===== src/rtl/caxi4interconnect_push_pkg.sv =====
// Shared definitions for the push-side FIFO controllers.
// Also holds the occupancy-update rule that the read-side controllers reuse.
package caxi4interconnect_push_pkg;

    localparam int unsigned FIFO_DEPTH_DEF = 16;
    localparam int unsigned LEVEL_MAX      = FIFO_DEPTH_DEF;

    // Number of bits needed to encode values 0..v-1.
    function automatic int unsigned clog2(input int unsigned v);
        int unsigned r;
        r = 0;
        while ((32'd1 << r) < v) r++;
        return r;
    endfunction

    // Next occupancy: a push is held at max, and a pop at zero is ignored.
    function automatic int unsigned level_update(input int unsigned level,
                                                 input logic push,
                                                 input logic pop,
                                                 input int unsigned max);
        int unsigned n;
        n = level;
        if (push && (n < max)) n = n + 1;
        if (pop && (level != 0)) n = n - 1;
        return n;
    endfunction

endpackage


===== src/rtl/caxi4interconnect_push_level_cnt.sv =====
// FIFO occupancy tracker driven by our own pushes and the reader's pops.
// Provides a registered full flag and a sticky underflow error.
module caxi4interconnect_push_level_cnt
    import caxi4interconnect_push_pkg::*;
#(
    parameter int unsigned FIFO_DEPTH = LEVEL_MAX,
    parameter int unsigned CNT_WIDTH  = clog2(FIFO_DEPTH + 1)
) (
    input  logic                 clk,
    input  logic                 rst,
    input  logic                 i_wr,
    input  logic                 i_rd,
    output logic [CNT_WIDTH-1:0] o_level,
    output logic                 o_full,
    output logic                 o_err
);

    logic [CNT_WIDTH-1:0] r_level;
    logic                 r_full;
    logic                 r_err;
    logic [CNT_WIDTH-1:0] w_level_next;

    always_comb begin
        w_level_next = CNT_WIDTH'(level_update(32'(r_level), i_wr, i_rd, FIFO_DEPTH));
    end

    always_ff @(posedge clk or negedge rst) begin
        if (!rst) begin
            r_level <= '0;
            r_full  <= 1'b0;
            r_err   <= 1'b0;
        end else begin
            r_level <= w_level_next;
            r_full  <= (w_level_next == CNT_WIDTH'(FIFO_DEPTH));
            if (i_rd && (r_level == '0)) r_err <= 1'b1;
        end
    end

    assign o_level = r_level;
    assign o_full  = r_full;
    assign o_err   = r_err;

endmodule


===== src/rtl/caxi4interconnect_push_reg_ctrl.sv =====
// Write-side controller: valid/ready source into a one-entry skid, pushing
// into a same-clock FIFO whose occupancy is tracked locally.
module caxi4interconnect_push_reg_ctrl
    import caxi4interconnect_push_pkg::*;
#(
    parameter int unsigned DATA_WIDTH = 64,
    parameter int unsigned FIFO_DEPTH = LEVEL_MAX,
    parameter int unsigned CNT_WIDTH  = clog2(FIFO_DEPTH + 1)
) (
    input  logic                  clk,
    input  logic                  rst,
    input  logic                  i_src_data_valid,
    input  logic [DATA_WIDTH-1:0] i_src_data,
    output logic                  o_src_ready,
    input  logic                  i_fifo_rd_en,
    output logic                  o_fifo_wr_en,
    output logic [DATA_WIDTH-1:0] o_fifo_wr_data,
    output logic [CNT_WIDTH-1:0]  o_fifo_level,
    output logic                  o_fifo_full,
    output logic                  o_err_underflow
);

    logic                  r_src_ready;
    logic                  r_skid_valid;
    logic [DATA_WIDTH-1:0] r_skid_data;
    logic                  w_accept;
    logic                  w_space;
    logic                  w_wr_en;
    logic                  w_skid_valid_next;
    logic [CNT_WIDTH-1:0]  w_level;

    // Space uses only the registered level, so a pop never feeds the push path.
    assign w_accept = i_src_data_valid & r_src_ready;
    assign w_space  = (w_level < CNT_WIDTH'(FIFO_DEPTH));
    assign w_wr_en  = (r_skid_valid | w_accept) & w_space;

    always_comb begin
        w_skid_valid_next = r_skid_valid;
        if (w_accept && !w_space)          w_skid_valid_next = 1'b1;
        else if (r_skid_valid && w_space)  w_skid_valid_next = 1'b0;
    end

    always_ff @(posedge clk or negedge rst) begin
        if (!rst) begin
            r_src_ready  <= 1'b0;
            r_skid_valid <= 1'b0;
            r_skid_data  <= '0;
        end else begin
            r_src_ready  <= !w_skid_valid_next;
            r_skid_valid <= w_skid_valid_next;
            if (w_accept && !w_space) r_skid_data <= i_src_data;
        end
    end

    caxi4interconnect_push_level_cnt #(
        .FIFO_DEPTH (FIFO_DEPTH),
        .CNT_WIDTH  (CNT_WIDTH)
    ) u_level_cnt (
        .clk     (clk),
        .rst     (rst),
        .i_wr    (w_wr_en),
        .i_rd    (i_fifo_rd_en),
        .o_level (w_level),
        .o_full  (o_fifo_full),
        .o_err   (o_err_underflow)
    );

    assign o_src_ready    = r_src_ready;
    assign o_fifo_wr_en   = w_wr_en;
    assign o_fifo_wr_data = r_skid_valid ? r_skid_data : i_src_data;
    assign o_fifo_level   = w_level;

endmodule


===== config.mk =====
export PLATFORM = sky130hd
export DESIGN_NAME = caxi4interconnect_push_reg_ctrl
export DESIGN_NICKNAME = d
export VERILOG_FILES = /design/src/rtl/caxi4interconnect_push_pkg.sv /design/src/rtl/caxi4interconnect_push_level_cnt.sv /design/src/rtl/caxi4interconnect_push_reg_ctrl.sv
export SDC_FILE = /design/constraint.sdc
export NUM_CORES = 1
export LEC_CHECK = 0
export CAP_MARGIN = 20
export CELL_PAD_IN_SITES_DETAIL_PLACEMENT = 0
export CELL_PAD_IN_SITES_GLOBAL_PLACEMENT = 1
export CORE_MARGIN = 4
export CORE_UTILIZATION = 37
export DETAILED_ROUTE_END_ITERATION = 10
export GPL_TIMING_DRIVEN = 0
export PLACE_DENSITY = 0.94
export RECOVER_POWER = 50
export SYNTH_ARGS = -nofsm -noshare
export SYNTH_HDL_FRONTEND = slang
export SYNTH_HIERARCHICAL = 1
export SYNTH_SLANG_ARGS = --single-unit

===== constraint.sdc =====
create_clock -name clk -period 4.4 [get_ports clk]
set_clock_uncertainty 0.1 [all_clocks]
set_input_delay 0.66 -clock clk [delete_from_list [all_inputs] [get_ports clk]]
set_output_delay 0.66 -clock clk [all_outputs]
set_load 0.01 [all_outputs]

==> run_results.csv <==
group,metric,value,unit
power_and_ir_drop,ir_drop,0.349,mV
synthesis,synth_edf_count,0,
clock_tree,cts_buffer_depth,2,
timing,grt_setup_unrepaired,"no",
synthesis,syn_area_per_cell,14.8,um2
global_routing,antenna_found_initial,0,
routing,wl_per_cell,15.7,um
synthesis,synth_top_area_share,49.9,%
setup_path,crit_family,"simple AND/OR/NAND/NOR gates",
clock_tree,cts_tree,"done",
clock_tree,cts_resized,0,
synthesis,syn_nets,319,
setup_path,cp.arrival,3.13,ns
synthesis,synthFlopType,"dfrtp_1",
routing,drc,0,
run,cap_violations,1,
setup_path,cp_max_fo,5,
setup_path,worst-path-buf-inv,1,
place,dp_hpwl,6.45,mm
clock_tree,worstSkewPairLatency,0.33,ns
clock_tree,htree_levels,3,
floorplan,die_y,107,um
final_layout,antenna_cells,0,
synthesis,synth-compound-area-share,0.752,%
final_layout,drive_gt1_share,37.8,%
clock_tree,clockRootBuffer,"clkbuf_8",
place,port_buffers,140,
setup_path,critPathMaxStageDelay,0.55,ns
global_routing,grt_use_total,15.0,%
timing,setup_viol,0,
setup_path,crit_slowest_cell,"dlygate4sd3_1",
floorplan,core,9680,um2
clock_tree,cts.sinks,73,
synthesis,ys_top_cells_by_area,"dfrtp_1, mux2_2, mux2_1",
timing,relSlewSlack,-36.3,%
clock_tree,clkTransAtPathRegs,0.08,ns
synthesis,synth.yosys.seq_area_share,49.9,%
timing,final.period_utilization,68.2,%
synthesis,synth_top_family_by_area,"multiplexers",
status,failed_checks,"capacitance limit, slew limit",
floorplan,rows,36,
setup_path,cpMostUsedCell,"nor2_1",
setup_path,startpoint_type,"input pin",
floorplan,pin_count,141,
synthesis,synth-xor-area-share,2.05,%
global_routing,grt_max_degree,38,
routing,drt-total-wl,8.45,mm
global_routing,grt_pass1_wl,13.8,mm
floorplan,dieArea,11500,um2
worst_hold_path,hp-class,"reg -> reg",
place,pre_cts_ws,1.06,ns
setup_path,path_cells,"dlygate4sd3_1 -> a21oi_1 -> nor2_1 -> nor2b_2 -> mux2i_1 -> ha_1 -> nand2_1 -> nor2_1 -> nand4_2 -> xor2_2 -> and3b_1",
global_routing,grt_pass1_vias,2827,
setup_path,endpoint_kind,"flip-flop",
timing,hold_ws,0.376,ns
clock_tree,hold_buffers,0,
synthesis,synth-simple-area-share,3.59,%
clock_tree,cts_made_buffers,9,
routing,viasPerCell,4.78,
synthesis,postSynth.asyncResetShare,100,%
synthesis,synth.distinct_cells,29,
power_and_ir_drop,p_leak,2.17,nW
global_routing,grt.overflow.total,0,
synthesis,synthMuxAreaShare,39.9,%
place,globalplace.congestion,0.757,
routing,via_count,2571,
setup_path,path_class,"in -> reg",
timing,hold_viol,0,
power_and_ir_drop,powerDensity,653,nW/um2
final_layout,fill_cells,851,
synthesis,yosys_warnings,6,
final_layout,area_delta_synth_final,46.6,%
routing,dr.pass1.iters,4,
final_layout,fin_nets,471,
setup_path,worstPathRequired,4.53,ns
floorplan,die_x,107,um
timing,period_minus_slack,3.00,ns
synthesis,synth_top_area_cell,"dfrtp_1",
synthesis,netlist_area,3660,um2
synthesis,synthAdderAreaFrac,1.03,%
routing,first_iter_violations,41,
status,status,"complete, but fails checks",
floorplan,initial_core_util,37.8,%
clock_tree,cts_setup_buffers,0,
synthesis,syn_inst,248,
synthesis,ys_ff_latch,73,
timing,drv_slew,37,
routing,antenna_left,0,
timing,clock.fmax,0.333,GHz
timing,worst_slack,1.40,ns
timing,worstMarginPinSlew,2.04,ns
## layout by cell type (no fill, tap or decap), types with 2 or more instances in the layout
cell,instances
buf_2,7
clkbuf_1,8
clkbuf_8,11
clkdlybuf4s50_1,138
clkinv_2,3
dfrtp_1,73
ha_1,3
inv_1,2
mux2_1,5
mux2_2,123
mux2i_1,2
nand2_1,2
nand4_1,2
nor2_1,2
nor2b_2,2
xnor2_1,3
xor2_2,2
## flip-flops by register name, indices dropped and copies added, names as in the netlist
name,count
r_skid_valid,1
u_level_cnt/o_err,1
u_level_cnt/o_full,1
r_skid_data,64
o_src_ready,1
u_level_cnt/o_level,5
## synthesized netlist by cell type, types with 2 or more instances
master     n
ha_1       3
nand2_1    2
buf_4      3
nor2b_2    2
mux2_2   123
dfrtp_1   73
mux2i_1    2
buf_6      3
nand4_1    2
xor2_2     2
inv_1      2
nor2_1     2
mux2_1     5
xnor2_1    3
buf_2      7
## worst paths after layout
path / from / to / slack, ns / cells past startpoint
worst max register to register: r_skid_valid / u_level_cnt/o_full / 1.70 / 11
worst min-delay path: u_level_cnt/o_err / u_level_cnt/o_err / 0.38 / 1
min in group asynchronous: rst / r_skid_data[11] / 0.80 / 1
worst min register to register: u_level_cnt/o_err / u_level_cnt/o_err / 0.38 / 1
max in group asynchronous: rst / r_skid_data[42] / 2.21 / 1
worst max-delay path: i_src_data_valid / u_level_cnt/o_full / 1.40 / 11
## area by class of cell
type	instances	area, um2	area share, %
clock buffers	13	159	2.96
inverters	2	7.51	0.140
plain buffers	13	61.3	1.14
well taps	133	166	3.10
repair buffers	141	1420	26.4
flip-flops and latches	73	1830	34.0
clock inverters	3	15.0	0.280
multi-input cells	160	1710	31.9
## through the flow
step | cell area, um2 | cells | setup TNS, ns | utilization [%] | total power (W)
CTS | 5420 | 538 | 0 | 55.9 | 0.00359
floorplan | 3660 | 248 | 0 | - | 0.00228
detailed placement | 5240 | 522 | 0 | 54.1 | 0.00310
global route | 5370 | 538 | 0 | 55.4 | 0.00374
global placement | 5230 | 521 | -2.10 | 54.0 | 0.00305
finish | 5370 | 538 | 0 | 55.4 | 0.00350
## metal layers
layer	share of wire, %	up-vias	wire (um)	GRT usage [%]
li1	-	1193	-	-
met1	40	1290	3400	17.7
met2	52	77	4390	26.2
met3	6.4	11	545	4.38
met4	1.4	0	117	4.69
met5	0	-	0	0
## report_power, final
| group | total (W) | switching (W) | internal [W] |
|---|---|---|---|
| logic | 0.00183 | 0.000696 | 0.00114 |
| registers | 0.00120 | 0.000184 | 0.00102 |
| clock network | 0.000467 | 0.000234 | 0.000234 |
## cell families (layout without fill, tap and decap cells)
kind of cell               after synthesis  after routing
DFF                                     73             73
adders and majority gates                3              3
AOI/OAI and AO/OA                        4              4
buffers and inverters                   15            172
xor gates and xnor gates                 6              6
muxes                                  130            130
and+or+nand+nor                         17             17
Power figures use the tool's default switching activity.
